File: config.mk
export PLATFORM = sky130hd
export DESIGN_NAME = alu_dispatch
export DESIGN_NICKNAME = d
export VERILOG_FILES = /design/src/rtl/tinker_alu_pkg.sv /design/src/rtl/alu_dispatch.sv
export SDC_FILE = /design/constraint.sdc
export NUM_CORES = 1
export LEC_CHECK = 0
export CORE_AREA = 8 8 206 208
export CTS_BUF_LIST = sky130_fd_sc_hd__clkbuf_4 sky130_fd_sc_hd__clkbuf_8 sky130_fd_sc_hd__clkbuf_16
export DETAILED_ROUTE_END_ITERATION = 7
export DIE_AREA = 0 0 214 216
export GPL_TIMING_DRIVEN = 0
export PLACE_DENSITY = 0.59
export SLEW_MARGIN = 20
export SYNTH_ARGS = -nofsm -noshare
export SYNTH_HDL_FRONTEND = slang
export SYNTH_SLANG_ARGS = --single-unit
File: constraint.sdc
create_clock -name clk -period 3.8 [get_ports clk]
set_input_delay 0.57 -clock clk [delete_from_list [all_inputs] [get_ports clk]]
set_output_delay 0.57 -clock clk [all_outputs]
set_load 0.05 [all_outputs]
File: src/rtl/tinker_alu_pkg.sv
// Shared definitions for the ALU dispatcher: op codes, FSM states and the
// per-op latency lookup used when an operation is accepted.
package tinker_alu_pkg;

   localparam logic [5:0] OP_ADD       = 6'd0;
   localparam logic [5:0] OP_SUB       = 6'd1;
   localparam logic [5:0] OP_MUL       = 6'd2;
   localparam logic [5:0] OP_DIV       = 6'd3;
   localparam logic [5:0] OP_LOGIC_AND = 6'd4;
   localparam logic [5:0] OP_LOGIC_OR  = 6'd5;
   localparam logic [5:0] OP_LOGIC_NOR = 6'd6;
   localparam logic [5:0] OP_LOGIC_XOR = 6'd7;
   localparam logic [5:0] OP_SHR       = 6'd8;
   localparam logic [5:0] OP_SHL       = 6'd9;
   localparam logic [5:0] OP_BYPASS    = 6'd63;

   // Wide enough for any realistic unit latency; the load value is LAT-1.
   localparam int CNT_W = 8;

   typedef enum logic [1:0] {
      ST_IDLE = 2'd0,
      ST_EXEC = 2'd1,
      ST_DONE = 2'd2
   } state_e;

   typedef enum logic [1:0] {
      SRC_ALU  = 2'd0,
      SRC_MUL  = 2'd1,
      SRC_DIV  = 2'd2,
      SRC_NONE = 2'd3
   } src_e;

   typedef struct packed {
      logic [CNT_W-1:0] cnt;
      logic             illegal;
   } lat_t;

   function automatic logic op_is_illegal(input logic [5:0] op);
      return (op > OP_SHL) && (op != OP_BYPASS);
   endfunction

   function automatic lat_t op_latency(input logic [5:0] op,
                                       input int         mul_lat,
                                       input int         div_lat);
      lat_t r;
      r.cnt     = '0;
      r.illegal = op_is_illegal(op);
      if (op == OP_MUL) begin
         r.cnt = CNT_W'(mul_lat - 1);
      end else if (op == OP_DIV) begin
         r.cnt = CNT_W'(div_lat - 1);
      end
      return r;
   endfunction

endpackage

File: src/rtl/alu_dispatch.sv
// Single-issue dispatcher: holds one decoded op, feeds the execution units,
// waits the unit latency and buffers the result for writeback.
module alu_dispatch
   import tinker_alu_pkg::*;
#(
   parameter int DATA_W  = 64,
   parameter int TAG_W   = 5,
   parameter int MUL_LAT = 3,
   parameter int DIV_LAT = 8
) (
   input  logic              clk,
   input  logic              rst_n,
   input  logic              in_valid,
   output logic              in_ready,
   input  logic [5:0]        in_op,
   input  logic [DATA_W-1:0] in_a,
   input  logic [DATA_W-1:0] in_b,
   input  logic [TAG_W-1:0]  in_tag,
   output logic [DATA_W-1:0] alu_a,
   output logic [DATA_W-1:0] alu_b,
   output logic [5:0]        alu_cont,
   input  logic [DATA_W-1:0] alu_result,
   input  logic [DATA_W-1:0] mul_result,
   input  logic [DATA_W-1:0] div_result,
   output logic              out_valid,
   input  logic              out_ready,
   output logic [DATA_W-1:0] out_data,
   output logic [TAG_W-1:0]  out_tag,
   output logic              out_err,
   output logic              busy
);

   state_e            state_q;
   logic [CNT_W-1:0]  cnt_q;
   src_e              src_q;
   logic [DATA_W-1:0] a_q;
   logic [DATA_W-1:0] b_q;
   logic [5:0]        cont_q;
   logic [TAG_W-1:0]  tag_q;
   logic [DATA_W-1:0] out_data_q;
   logic [TAG_W-1:0]  out_tag_q;
   logic              out_err_q;
   logic              out_valid_q;

   logic              accept;
   lat_t              lat_d;
   src_e              src_d;
   logic [DATA_W-1:0] result_d;

   assign in_ready = (state_q == ST_IDLE) || ((state_q == ST_DONE) && out_ready);
   assign accept   = in_valid && in_ready;
   assign busy     = (state_q != ST_IDLE);

   always_comb begin
      lat_d = op_latency(in_op, MUL_LAT, DIV_LAT);
      src_d = SRC_ALU;
      if (lat_d.illegal) begin
         src_d = SRC_NONE;
      end else if (in_op == OP_MUL) begin
         src_d = SRC_MUL;
      end else if (in_op == OP_DIV) begin
         src_d = SRC_DIV;
      end
   end

   // Unit select is latched at accept, so capture never re-decodes alu_cont.
   always_comb begin
      result_d = '0;
      unique case (src_q)
         SRC_ALU:  result_d = alu_result;
         SRC_MUL:  result_d = mul_result;
         SRC_DIV:  result_d = div_result;
         SRC_NONE: result_d = '0;
         default:  result_d = '0;
      endcase
   end

   always_ff @(posedge clk or negedge rst_n) begin
      if (!rst_n) begin
         state_q     <= ST_IDLE;
         cnt_q       <= '0;
         src_q       <= SRC_ALU;
         a_q         <= '0;
         b_q         <= '0;
         cont_q      <= OP_BYPASS;
         tag_q       <= '0;
         out_data_q  <= '0;
         out_tag_q   <= '0;
         out_err_q   <= 1'b0;
         out_valid_q <= 1'b0;
      end else begin
         // Operands stay put between accepts: the unit pipelines never stall.
         if (accept) begin
            a_q    <= in_a;
            b_q    <= in_b;
            cont_q <= in_op;
            tag_q  <= in_tag;
            src_q  <= src_d;
            cnt_q  <= lat_d.cnt;
         end

         unique case (state_q)
            ST_IDLE: begin
               if (accept) begin
                  state_q <= ST_EXEC;
               end
            end
            ST_EXEC: begin
               if (cnt_q != '0) begin
                  cnt_q <= cnt_q - 1'b1;
               end else begin
                  out_data_q  <= result_d;
                  out_tag_q   <= tag_q;
                  out_err_q   <= (src_q == SRC_NONE);
                  out_valid_q <= 1'b1;
                  state_q     <= ST_DONE;
               end
            end
            ST_DONE: begin
               if (out_ready) begin
                  out_valid_q <= 1'b0;
                  state_q     <= accept ? ST_EXEC : ST_IDLE;
               end
            end
            default: begin
               out_valid_q <= 1'b0;
               state_q     <= ST_IDLE;
            end
         endcase
      end
   end

   assign alu_a     = a_q;
   assign alu_b     = b_q;
   assign alu_cont  = cont_q;
   assign out_valid = out_valid_q;
   assign out_data  = out_data_q;
   assign out_tag   = out_tag_q;
   assign out_err   = out_err_q;

endmodule

==> reports/qor.tcl, run 1 <==
set qor(holdBufCountCts) 0
set qor(synthXorXnorAreaFrac) 0.000907
set qor(detail_route.wirelength_mm) 44.3
set qor(worst-endpoint-required_ns) 4.28
set qor(synth_adder_area_share) 0.00259
set qor(criticalPathCategory) {reg -> reg}
set qor(timing.critical_path.fanout_max) 10
set qor(setup_viol_count_final) 0
set qor(critical_path.endpoint_type) {register}
set qor(leakagePower_nw) 7.71
set qor(final-instance-count-excl-fill) 2216
set qor(design_power_total_mw) 16.6
set qor(violated_checks) {hold timing}
set qor(worst_min_path_class) {in -> async}
set qor(via_per_inst) 4.33
set qor(area_growth_pct) 73.0
set qor(grt.total_usage) 0.184
set qor(detailedRoute.firstPassIterationCount) 5
set qor(synth.yosys.seq_area_share) 0.576
set qor(min_period_ns) 2.87
set qor(synthesis.instances) 1101
set qor(max-clock-path-buffers) 3
set qor(final_common_cell) {sky130_fd_sc_hd__clkdlybuf4s50_1}
set qor(remaining_drc_errors) 0
set qor(design.die.area_um2) 46200
set qor(drc_violation_total_after_the_first_tritonroute_iteration) 473
set qor(tritoncts) {done}
set qor(grt-ovfl-total) 0
set qor(place.port_buffers) 541
set qor(cpPeakStageDelay_ns) 0.68
set qor(top_cell_type_by_total_area_after_synthesis) {sky130_fd_sc_hd__dfrtp_1}
set qor(cts_buffers) 26
set qor(synth-seq-cells) 222
set qor(grt_pass1_wl_mm) 66.2
set qor(cp.arrival_ns) 3.34
set qor(status) {complete, but fails checks}
set qor(clk_pin_slew_worst_paths_ns) 0.06
set qor(fin_worst_skew_ns) 0.0114
set qor(worst_path_most_repeated_cell) {sky130_fd_sc_hd__nand2_1}
set qor(final_net_count) 2009
set qor(dpl.hpwl_mm) 35.4
set qor(synth_nets) 1438
set qor(layout.cells.most_common_list) {sky130_fd_sc_hd__clkdlybuf4s50_1, sky130_fd_sc_hd__nand2_1, sky130_fd_sc_hd__dfrtp_1, sky130_fd_sc_hd__nor2_1, sky130_fd_sc_hd__mux2i_1}
set qor(std_cell_rows) 73
set qor(cts-resized-gates) 0
set qor(power.ir.vdd_worst_uv) 655
set qor(power.internal_mw) 8.32
set qor(p_seq_frac) 0.252
set qor(boundaryPins) 542
set qor(first_global_vias) 10452
set qor(rsz0062_at_grt) {false}
set qor(syn_avg_cell_area_um2) 8.78
set qor(reg2reg_setup_slack_ns) 0.93
set qor(max_slew.worst_pin.slew_ns) 0.865
set qor(diodes_inserted) 0
set qor(power.share.switching) 0.500
set qor(drive_above_1_share) 0.0479
set qor(fp.coreArea_um2) 39200
set qor(pwr-share-clk) 0.161
set qor(post_synth_instance_area_um2) 9660
set qor(post_route_clock_period_utilization) 0.754
set qor(r2r_cells) 7
set qor(slew_headroom) 0.421
set qor(worst_r2r_startpoint) {state_q[0]}
set qor(dieHeight_um) 216
set qor(die_width_um) 214
set qor(synthSimpleGateAreaFrac) 0.238
set qor(post_synth_main_area_contributors) {sky130_fd_sc_hd__dfrtp_1, sky130_fd_sc_hd__nand2_1, sky130_fd_sc_hd__mux2i_1, sky130_fd_sc_hd__a21oi_1, sky130_fd_sc_hd__o21ai_1}
set qor(yosys-mux-area-fraction) 0.0763
set qor(slew_viol_final) 0
set qor(clk-insertion-delay-late_ns) 0.54
set qor(drv_cap) 0
set qor(worstSetupStartpointType) {register}
set qor(synth_warnings) 0
set qor(cts_max_level) 1
set qor(grt_start_max_net_pins) 88
set qor(cts_post_setup_buffers_inserted) 0
set qor(main_combinational_cell_family_by_area_after_synthesis) {simple AND/OR/NAND/NOR gates}
set qor(worst_r2r_endpoint) {alu_b[5]}
set qor(synth_top_cell_area_share) 0.559
set qor(vias) 9599
set qor(ant_nets) 0
set qor(power_density_nw_per_um2) 995
set qor(clockRootBuffer) {sky130_fd_sc_hd__clkbuf_16}
set qor(layout.filler_cells) 3814
set qor(initial_core_util) 0.247
set qor(detail_route.wl_per_cell_um) 20.0
set qor(switching_power_mw) 8.31
set qor(finalHoldViolations) 4
set qor(crit_path_cell_trace) {buf_4, nand2b_1, nor2_1, clkbuf_1, buf_1, nand2_1, nand2_1}
set qor(initial_antenna_violation_count) 4
set qor(cp_slowest_cell) {sky130_fd_sc_hd__nor2_1}
set qor(placed_cells) 2169
set qor(power_frac_comb) 0.588
set qor(place.gp.congestion) 0.867
set qor(max_freq_mhz) 349
set qor(clock_sinks) 222
set qor(timing.hold.ws_ns) -0.0137
set qor(synth.lib_cells_used.distinct) 35
set qor(synth_compound_gate_area_share) 0.0754
==> registers in the layout, indices dropped and copies added, names as in the netlist, 2 cells and up <==
signal / count
out_tag: 5
alu_a: 64
cnt_q: 8
state_q: 2
alu_b: 64
tag_q: 5
out_data: 64
alu_cont: 6
src_q: 2
==> routing by layer <==
layer  part of all wire  wire length (um)  GRT usage
met4              0.022               959     0.0451
met5             0.0012                55          0
met1               0.38             16900      0.199
met2               0.51             22500      0.339
met3              0.087              3880     0.0632
==> worst max path at each step <==
stage	depth (start not counted)	start	to
2_1_floorplan	7	cnt_q[0]	cnt_q[2]
3_3_place_gp	1	rst_n	out_data[50]
3_5_place_dp	7	out_ready	alu_b[5]
4_1_cts	7	state_q[0]	alu_b[5]
5_1_grt	7	state_q[0]	alu_b[5]
6_report	7	state_q[0]	alu_b[5]
==> synth_stat cells (all sizes together) <==
cell type	number
nand4b	1
or4b	1
a31oi	1
xnor2	1
nor3	3
nor3b	2
dfrtp	216
a221oi	1
a211oi	1
nor2b	2
or3	2
buf	31
nor4	1
inv	3
clkbuf	39
o31a	1
and3b	3
or2	2
mux2	5
o21ai	67
nor2	72
a211o	3
ha	2
nand2b	4
nand3	2
nand2	491
nand4	1
or4	2
mux2i	68
a21oi	67
dfstp	6
==> through the flow <==
step                       util  cell area [um^2]  setup WS, ns  TNS [ns]  hold slack (ns)
after floorplan               -              9660          1.88         0            0.274
after global placement    0.402             15700         -7.79  -1705.73            0.449
after detailed placement  0.403             15800         0.229         0            0.448
after CTS                 0.427             16700         0.678         0           0.0177
after global routing      0.427             16700         0.616         0           0.0493
final                     0.427             16700         0.933         0          -0.0137
==> cell families (layout without fill, tap and decap cells) <==
| group | count (synthesis) | count (layout) |
|---|---|---|
| simple gates | 589 | 589 |
| mux | 73 | 73 |
| xor+xnor | 1 | 1 |
| buf+inv | 73 | 663 |
| compound gates | 141 | 141 |
| fa+ha+maj | 2 | 2 |
| flops | 222 | 222 |
==> area by class of cell <==
cell class / count / area [um^2] / share of cell area
Inverter: 3 / 11.3 / 0.000674
Clock buffer: 37 / 763 / 0.0457
Multi-Input combinational cell: 806 / 3790 / 0.227
Sequential cell: 222 / 5560 / 0.333
Buffer: 70 / 294 / 0.0176
Tap cell: 525 / 657 / 0.0393
Timing Repair Buffer: 543 / 5480 / 0.328
Clock inverter: 10 / 156 / 0.00936
==> power by group through the flow <==
stage / registers [mW] / clock network, mW / logic (mW)
after global routing: 4.32 / 2.86 / 10.4
after global placement: 4.17 / 0 / 9.83
final: 4.18 / 2.68 / 9.77
after detailed placement: 4.21 / 0 / 9.89
after floorplan: 7.79 / 0 / 2.41
after CTS: 4.19 / 2.77 / 9.92
==> worst max-delay path, delay by kind of cell, from the launching register on <==
family	cells	cell delay, ns
buffers and inverters	3	1.33
flip-flops	1	0.35
AND/OR/NAND/NOR	4	1.12
No activity file was read; power rests on OpenSTA's default activity.
==> inputs of run 2 (changes only) <==
PLACE_DENSITY = 0.61   (was 0.59)
clock period = 2.5 ns   (was 3.8 ns; I/O delays follow)
==> run 2 against run 1 <==
  * The run now ends clean
  * Clock-buffer cell count up 7
  * Clock skew about the same
  * Highest routed layer unchanged
  * Final area about the same
==> reports/qor.tcl, run 2 (synthesis results as in run 1) <==
set qor(hold_start) {in_b[36]}
set qor(finish.instance_area_um2) 16700 ;# about the same
set qor(status) {finished clean}
set qor(worst-endpoint-required_ns) 2.12 ;# -2.16 ns
set qor(timing.critical_path.fanout_max) 2 ;# -8
set qor(boundaryPins) 542 ;# unchanged
set qor(global_route_layer_with_the_greatest_usage) {met2}
set qor(power.ir.vdd_worst_uv) 1050 ;# +60%
set qor(layout.cells.most_common_list) {sky130_fd_sc_hd__clkdlybuf4s50_1, sky130_fd_sc_hd__nand2_1, sky130_fd_sc_hd__dfrtp_1, sky130_fd_sc_hd__nor2_1, sky130_fd_sc_hd__mux2i_1}
set qor(power_density_nw_per_um2) 1510 ;# +51%
set qor(remaining_drc_errors) 0 ;# unchanged
set qor(tritoncts) {done}
set qor(slew_headroom) 0.505 ;# +0.0836
set qor(timing.hold.ws_ns) 0.356 ;# +0.369 ns
set qor(worst_setup_path_startpoint) {alu_cont[0]}
set qor(cp_slowest_cell) {sky130_fd_sc_hd__clkdlybuf4s50_1}
set qor(die_width_um) 214 ;# unchanged
set qor(critPathTopFamily) {buffers and inverters}
set qor(max-clock-path-buffers) 3 ;# unchanged
set qor(setup-tns-final_ns) 0 ;# unchanged
set qor(initial_core_util) 0.247 ;# unchanged
set qor(setup_viol_count_final) 0 ;# unchanged
set qor(worst_r2r_startpoint) {state_q[1]}
set qor(grt.met3_usage) 0.0688 ;# +0.00559
set qor(max_freq_mhz) 431
set qor(clk-insertion-delay-late_ns) 0.54 ;# about the same
set qor(area_growth_pct) 73.0 ;# about the same
set qor(ant_nets) 0 ;# unchanged
set qor(clockRootBuffer) {sky130_fd_sc_hd__clkbuf_16}
set qor(grt.met1_usage) 0.201 ;# +0.00174
set qor(hold-path-cell-count) 3
set qor(clk_pin_slew_worst_paths_ns) 0.06 ;# about the same
set qor(r2r_cells) 7 ;# unchanged
set qor(worstSetupStartpointType) {register}
set qor(post_route_clock_period_utilization) 0.928
set qor(rsz0062_at_grt) {false}
set qor(fin_worst_skew_ns) 0.0114 ;# -0.00000650 ns
set qor(final_common_cell) {sky130_fd_sc_hd__clkdlybuf4s50_1}
set qor(detailedRoute.firstPassIterationCount) 4 ;# -1
set qor(detail_route.wl_per_cell_um) 19.9 ;# -0.72%
set qor(place.gp.congestion) 0.884 ;# +1.9%
set qor(final_net_count) 2012 ;# +0.15%
set qor(fp.coreArea_um2) 39200 ;# unchanged
set qor(layout.filler_cells) 3857 ;# +1.1%
set qor(slew_viol_final) 0 ;# unchanged
set qor(grt_pass1_wl_mm) 66.0 ;# -0.30%
set qor(grt-ovfl-total) 0 ;# unchanged
set qor(cp.arrival_ns) 1.94 ;# -1.40 ns
set qor(first_global_vias) 10348 ;# -1.0%
set qor(critPathBufInv) 1 ;# -2
set qor(drc_violation_total_after_the_first_tritonroute_iteration) 449 ;# -5.1%
set qor(path_depth) 1 ;# -6
set qor(final_design_utilization) 0.427 ;# about the same
set qor(grt_start_max_net_pins) 83 ;# -5.7%
set qor(initial_antenna_violation_count) 3 ;# -1
set qor(placedInstanceArea_um2) 15800 ;# unchanged
set qor(diodes_inserted) 0 ;# unchanged
set qor(drv_cap) 0 ;# unchanged
set qor(drive_above_1_share) 0.0513 ;# +0.00343
set qor(cts_buffers) 27 ;# +3.8%
set qor(max_slew.worst_pin.slew_ns) 0.741 ;# -0.125 ns
set qor(via_per_inst) 4.36 ;# +0.61%
set qor(crit_path_cell_trace) {clkdlybuf4s50_1}
set qor(cts_max_level) 1 ;# unchanged
set qor(criticalPathCategory) {reg -> out}
set qor(leakagePower_nw) 7.73 ;# +0.23%
set qor(design.die.area_um2) 46200 ;# unchanged
set qor(grt_util_met2) 0.326 ;# -0.0135
set qor(grt.total_usage) 0.183 ;# -0.000667
set qor(critical_path.endpoint_type) {output port}
set qor(finalHoldViolations) 0 ;# -4
set qor(place.port_buffers) 541 ;# unchanged
set qor(clock_sinks) 222 ;# unchanged
set qor(dpl.hpwl_mm) 35.2 ;# -0.70%
set qor(std_cell_rows) 73 ;# unchanged
set qor(vias) 9675 ;# +0.79%
set qor(min_period_ns) 2.32
set qor(detail_route.wirelength_mm) 44.1 ;# -0.54%
set qor(cpPeakStageDelay_ns) 0.85 ;# +0.17 ns
set qor(worst_min_path_class) {in -> reg}
set qor(dieHeight_um) 216 ;# unchanged
-- run 2: changes by cell type in the layout (fill, tap and decap cells not counted), moves of 2 or more --
cell	before	now
sky130_fd_sc_hd__clkinv_4	0	2
sky130_fd_sc_hd__clkbuf_4	8	12
sky130_fd_sc_hd__clkinv_2	4	2
sky130_fd_sc_hd__clkdlybuf4s50_1	540	538
sky130_fd_sc_hd__clkbuf_8	2	5
sky130_fd_sc_hd__bufinv_16	4	1
-- run 2: stage by stage --
step / setup slack (ns) / total power [mW] / std cells
after detailed placement: -0.870 / 21.4 / 2169
after global routing: 0.0366 / 26.5 / 2220
after floorplan: 0.577 / 15.5 / 1101
after CTS: 0.0111 / 25.5 / 2220
after global placement: -8.88 / 21.3 / 2167
final: 0.180 / 25.2 / 2220
-- run 2: power by group --
| part | total, mW | internal (mW) | switching (mW) |
|---|---|---|---|
| Clock | 3.92 | 2.38 | 1.54 |
| Sequential | 6.38 | 5.36 | 1.02 |
| Combinational | 14.9 | 4.76 | 10.1 |
| Total | 25.2 | 12.5 | 12.7 |
-- run 2: repair_timing --
item | 4_1_cts | 5_1_grt
buffers inserted | 1 | 0
pin swaps | 1 | 0
cloned | 0 | 0
hold endpoints to repair | 67 | 0
setup endpoints to repair | 157 | 65
hold buffers | 1 | 0
gates resized for setup | 4 | 2
-- run 2: per-layer routing --
metal / wire length [um] / part of all wire / up-vias
met2: 22000 / 0.50 / 383
met1: 16800 / 0.38 / 4557
met3: 4000 / 0.091 / 61
met5: 34 / 0.00077 / -
met4: 1270 / 0.029 / 6
li1: - / - / 4668
-- run 2: layout make-up --
type | instances | area (um^2) | share of cell area
flip-flops and latches | 222 | 5560 | 0.333
repair buffers | 545 | 5490 | 0.329
well taps | 525 | 657 | 0.0393
plain buffers | 70 | 297 | 0.0177
clock inverters | 5 | 57.6 | 0.00344
clock buffers | 44 | 835 | 0.0499
inverters | 3 | 11.3 | 0.000674
multi-input cells | 806 | 3800 | 0.227
-- run 2: final timing paths --
path                                to  slack, ns
min                          alu_b[36]       0.36
min in group asynchronous    alu_b[26]       0.38
min reg2reg                alu_cont[1]       0.46
max in group asynchronous  alu_cont[4]       1.28
max                        alu_cont[0]       0.18
max reg2reg                  alu_b[42]       0.28
